--- src/rtl/object_pingpong_buffer.sv ---
// Double-banked object store: the producer fills the back bank while the rasteriser
// streams the front bank; next_frame swaps them atomically and reports dropped writes.
package common;
  typedef struct packed {
    logic [7:0]  kind;
    logic [11:0] x;
    logic [11:0] y;
  } object_t;
endpackage

module object_pingpong_buffer
  import common::*;
#(
  parameter int unsigned SIZE = 64,
  localparam int unsigned CW = $clog2(SIZE + 1)
) (
  input  logic          clock,
  input  logic          reset,
  input  logic          next_frame,
  input  logic          wr_valid,
  input  object_t       wr_data,
  output logic          wr_ready,
  output logic          rd_valid,
  output object_t       rd_data,
  input  logic          rd_ready,
  output logic          rd_last,
  input  logic          rd_rewind,
  output logic [CW-1:0] front_count,
  output logic [CW-1:0] back_count,
  output logic          frame_overflow,
  output logic          front_sel
);

  localparam int unsigned AW = $clog2(SIZE);

  object_t       mem_q [2][SIZE];
  logic          front_sel_q, front_sel_d;
  logic [CW-1:0] front_count_q, front_count_d;
  logic [CW-1:0] back_count_q, back_count_d;
  logic [CW-1:0] cursor_q, cursor_d;
  logic          overflow_q, overflow_d;
  logic          frame_overflow_q, frame_overflow_d;

  logic          wr_accept, wr_reject;
  logic          rd_xfer;
  logic [AW-1:0] rd_idx;

  assign wr_ready  = (back_count_q != CW'(SIZE));
  assign wr_accept = wr_valid & wr_ready;
  assign wr_reject = wr_valid & ~wr_ready;

  assign rd_valid = (cursor_q < front_count_q);
  assign rd_last  = rd_valid & (cursor_q == front_count_q - CW'(1));
  assign rd_xfer  = rd_valid & rd_ready;
  // Cursor may sit at SIZE once drained; keep the index in range regardless.
  assign rd_idx   = rd_valid ? cursor_q[AW-1:0] : '0;
  assign rd_data  = mem_q[front_sel_q][rd_idx];

  assign front_sel      = front_sel_q;
  assign front_count    = front_count_q;
  assign back_count     = back_count_q;
  assign frame_overflow = frame_overflow_q;

  always_comb begin
    front_sel_d      = front_sel_q;
    front_count_d    = front_count_q;
    back_count_d     = back_count_q + (wr_accept ? CW'(1) : CW'(0));
    cursor_d         = cursor_q;
    overflow_d       = overflow_q | wr_reject;
    frame_overflow_d = frame_overflow_q;

    if (next_frame) begin
      front_sel_d      = ~front_sel_q;
      // A write accepted this cycle still lands in the outgoing back bank.
      front_count_d    = back_count_q + (wr_accept ? CW'(1) : CW'(0));
      back_count_d     = '0;
      cursor_d         = '0;
      frame_overflow_d = overflow_q | wr_reject;
      overflow_d       = 1'b0;
    end else if (rd_rewind) begin
      cursor_d = '0;
    end else if (rd_xfer) begin
      cursor_d = cursor_q + CW'(1);
    end
  end

  always_ff @(posedge clock) begin
    if (reset) begin
      front_sel_q      <= 1'b0;
      front_count_q    <= '0;
      back_count_q     <= '0;
      cursor_q         <= '0;
      overflow_q       <= 1'b0;
      frame_overflow_q <= 1'b0;
    end else begin
      front_sel_q      <= front_sel_d;
      front_count_q    <= front_count_d;
      back_count_q     <= back_count_d;
      cursor_q         <= cursor_d;
      overflow_q       <= overflow_d;
      frame_overflow_q <= frame_overflow_d;
    end
  end

  // Storage is deliberately not cleared by reset; the counts gate visibility.
  always_ff @(posedge clock) begin
    if (!reset && wr_accept) begin
      mem_q[~front_sel_q][back_count_q[AW-1:0]] <= wr_data;
    end
  end

endmodule
--- config.mk ---
export PLATFORM = sky130hd
export DESIGN_NAME = object_pingpong_buffer
export DESIGN_NICKNAME = d
export VERILOG_FILES = /design/src/rtl/object_pingpong_buffer.sv
export SDC_FILE = /design/constraint.sdc
export NUM_CORES = 2
export LEC_CHECK = 0
export CORE_ASPECT_RATIO = 0.9
export CORE_MARGIN = 3
export CORE_UTILIZATION = 45
export CTS_CLUSTER_DIAMETER = 50
export CTS_CLUSTER_SIZE = 14
export DETAILED_ROUTE_END_ITERATION = 10
export DONT_BUFFER_PORTS = 1
export HOLD_SLACK_MARGIN = 0.06
export PLACE_DENSITY = 0.69
export SYNTH_ARGS = -nofsm -noshare
export SYNTH_HDL_FRONTEND = slang
export SYNTH_SLANG_ARGS = --single-unit
--- constraint.sdc ---
create_clock -name clock -period 5.3 [get_ports clock]
set_input_delay 0.265 -clock clock [delete_from_list [all_inputs] [get_ports clock]]
set_output_delay 0.265 -clock clock [all_outputs]
set_load 0.02 [all_outputs]
==> summary.md <==
| Metric | Value |
|---|---|
| Peak VDD IR | `0.3127 mV` |
| Clock Tree Root | `clkbuf_16` |
| Die area | `357500 sq um` |
| Layout cells sized above 1 | `27.64%` |
| WL met2 | `214000 um` |
| Reg power frac | `55.6%` |
| Mapped Area | `157600 sq um` |
| Die height | `567.5 um` |
| Final setup viols | `1` |
| Vias/cell | `6.542` |
| Worst R2R Setup Slack | `1.23 ns` |
| Most used flip-flop cell after synthesis | `edfxtp_1` |
| Wire length on met3 | `73560 um` |
| Area contributors post-synth | `edfxtp_1 78%, mux4_2 13%, nand2_1 1.3%` |
| Die width | `629.9 um` |
| Switch share | `21.06%` |
| CTS tree | `built` |
| Buf+Inv Stages, Crit Path | `6` |
| Clock Skew | `0.06209 ns` |
| Cell Rows | `205` |
| Post-route setup slack | `-0.02558 ns` |
| Worst R2R End | `mem_q[1][1207]$_DFFE_PP_` |
| Synth warn | `0` |
| Initial core utilization | `45.36%` |
| Max layer used | `met5` |
| Final cell count without fillers | `12970` |
| Failing checks | `negative setup slack` |
| Max_slew headroom | `20.68%` |
| Final Cycle Share | `100.5%` |
| Hold_sp | `reset` |
| Final Slew Violations | `0` |
| Post-Syn Nets | `7581` |
| Critical-path cell list | `inv_1 -> ha_1 -> a21oi_2 -> o21ai_2 -> nor3_4 -> buf_12 -> buf_12 -> buf_16 -> mux4_2 -> a22oi_2 -> nand4_1 -> a211oi_1 -> buf_4 -> o311ai_2 -> buf_4` |
| Gate power share | `5.1%` |
| Routed WL per cell | `37.04 um` |
| Worst Hold Class | `input pin to flop` |
| GRT overflow | `0` |
| Crit-path leading delay family | `buffers and inverters` |
| Layout Nets | `8176` |
| Post-Syn Area per Cell | `20.93 sq um` |
| Cells after Synth | `7532` |
| Worst r2r src | `back_count[2]$_SDFF_PP0_` |
| Core area | `347600 sq um` |
| Leak | `55.04 nW` |
| Distinct cells, synth | `73` |
| Worst-margin pin slew | `1.187 ns` |
| Top-area cell type share of the netlist area | `78.02%` |
| Hold-critical path depth | `3` |
| Placed cells | `12300` |
| Startpoint types | `flop` |
| CP Class | `flop to primary output` |
| CTS H-tree lvls | `5` |
| First-pass GRT wire length | `662800 um` |
| Switching pwr | `13.58 mW` |
| Yosys top cell by area | `edfxtp_1` |
| Seq/Total Area, Yosys | `78.34%` |
| Yosys reg bits | `4121` |
| 1st-pass router iterations | `6` |
| Count of input and output buffers | `0` |
| Clk slew on worst S/H paths | `0.07 ns` |
| Worst-Skew Late Latency | `0.92 ns` |
| PD cells | `356.1 nW/um^2` |
| # Max-Cap Violations | `0` |
| Clock Power Share | `39.3%` |
| CTS Buf Count | `369` |
| F_max | `187.8 MHz` |
| Layout area overhead | `14.84%` |
| Worst EP required | `5.04 ns` |
| Crit path capture type | `primary output` |
| Placer Congestion | `0.9272` |
| Worst-path fanout max | `36` |
| WP data arrival | `5.06 ns` |
| GR Util All Layers | `26.42%` |
| Initial antenna violation count | `29` |
| Worst path slowest cell | `nand4_1` |
| Async set-or-reset flop fraction in the synthesized netlist | `0%` |
| Status | `finished with violations` |
| # DRC | `0` |
| R2R depth | `4` |
| Post-synth EDFFs | `4096` |
| CTS Sinks | `4121` |
| Top Ports | `89` |
| Vias in the first global route | `82420` |
| Internal Pwr Total | `50.89 mW` |
| Slowest stage delay, CP | `0.41 ns` |
| Final worst path period need | `5.326 ns` |
| Via Count | `84820` |
| Metal1 wirelength | `164800 um` |
| Post-DRT Antenna Nets | `0` |
| Largest net degree at the start of global routing | `129` |
| Fin. Hold Viols | `0` |
| Drt initial violations | `16910` |
| PnR Total Power | `64.46 mW` |
| Hpwl dp | `284800 um` |
| Final WL | `480300 um` |
| Hold Path End | `mem_q[1][748]$_DFFE_PP_` |
| Maximum clock path buffer count | `4` |
final cells by class:
cell class / instances / area [sq um]
clock buffer: 432 / 9746
multi-input combinational: 2980 / 33880
antenna: 11 / 27.53
inverter: 16 / 60.06
tap: 4657 / 5827
clock inverter: 109 / 1100
fill: 26230 / 166500
timing repair buffer: 639 / 6897
sequential: 4121 / 123500
per-layer routing:
layer,track usage (%),vias to the layer above
met4,12.85,6
met5,0,-
met2,38.90,6947
li1,-,32480
met1,35.87,44310
met3,8.276,1072
worst max-delay path by stage:
stage	endpoint	slack [ns]	startpoint	cells after the start
2_1_floorplan	rd_data[14]	1.52	cursor_q[0]$_SDFFE_PP0P_	15
3_3_place_gp	rd_data[13]	0.22	front_count[6]$_SDFFE_PP0P_	15
3_5_place_dp	rd_data[13]	0.19	front_count[6]$_SDFFE_PP0P_	15
4_1_cts	rd_data[1]	0.0005	front_count[6]$_SDFFE_PP0P_	18
5_1_grt	rd_data[14]	-0.03	front_count[4]$_SDFFE_PP0P_	15
6_report	rd_data[14]	-0.03	front_count[4]$_SDFFE_PP0P_	15
cell usage after synthesis (all sizes together), types with 3 or more instances:
library cell / n
a21o: 3
and3: 15
nand4: 34
nor3: 47
mux2i: 85
o31ai: 17
o221ai: 8
o2111ai: 13
or4: 5
nor2: 327
xor2: 7
a311oi: 3
a32o: 12
nor2b: 17
or2: 5
a21oi: 118
and2: 4
a22oi: 110
a32oi: 21
a31oi: 63
ha: 11
a211oi: 31
nand2: 567
a211o: 4
a2111oi: 4
xnor2: 15
o22ai: 55
inv: 15
a221oi: 45
o311ai: 10
mux4: 911
o32ai: 5
nor4: 25
clkbuf: 101
nand3: 204
a22o: 12
o211ai: 31
or3: 6
o21ai: 87
buf: 315
mux2: 4
dfxtp: 25
edfxtp: 4096
a221o: 23
flip-flops by register name (all words and copies together) (netlist names), named ones only:
signal and cells:
cursor_q 7, front_sel 1, frame_overflow 1, overflow_q 1
back_count 7, front_count 7, mem_q 4096
cell families after synthesis:
group	share of synthesized area, %
buf+inv	1.414
compound gates	3.032
mux	13.58
fa+ha+maj	0.08730
flops	78.34
xor+xnor	0.1222
simple gates	3.421
tightest hold or removal path, stage by stage:
cell	delay, ns
nor3b_1	0.09
nand3_2	0.33
nor2_4	0.24
power by group through the flow:
stage               sequential [mW]  combinational (mW)  clock, mW
CTS                            35.9                3.22       25.5
global route                   35.8                3.40       26.7
finish                         35.9                3.26       25.3
floorplan                      36.6                1.66          0
detailed placement             36.6                2.46          0
global placement               36.6                2.45          0
cell usage in the layout, fill, tap and decap left out, types with 58 or more instances in the layout:
cell / instances
buf_12: 58
nor2_4: 144
mux2i_1: 82
edfxtp_1: 4096
o21ai_0: 78
nand3_1: 190
mux4_2: 911
nor2_1: 165
clkbuf_16: 388
a22oi_1: 100
nand2_1: 550
a31oi_1: 58
buf_4: 459
a21oi_1: 115
stage by stage:
step                      setup slack, ns  hold WS (ns)  cell area [sq um]  setup TNS [ns]  util (%)
after floorplan                     1.515        0.3639             157600               0         -
final                            -0.02558        0.2492             181000        -0.02558     52.09
after global placement             0.2212        0.3409             167300               0     48.13
after detailed placement           0.1869        0.3437             167300               0     48.13
after CTS                       0.0005360        0.2039             180400               0     51.90
after global routing             -0.03449        0.2442             181000        -0.08475     52.09
what timing repair did:
action / in CTS / in global routing
setup endpoints to repair: 32 / 32
resized for setup: 119 / 80
endpoints found under the hold margin: 4121 / 0
hold buffers: 71 / 0
buffers inserted: 24 / 8
gates cloned: 5 / 8
pin swaps: 16 / 20
(Power assumes the default switching activity.)
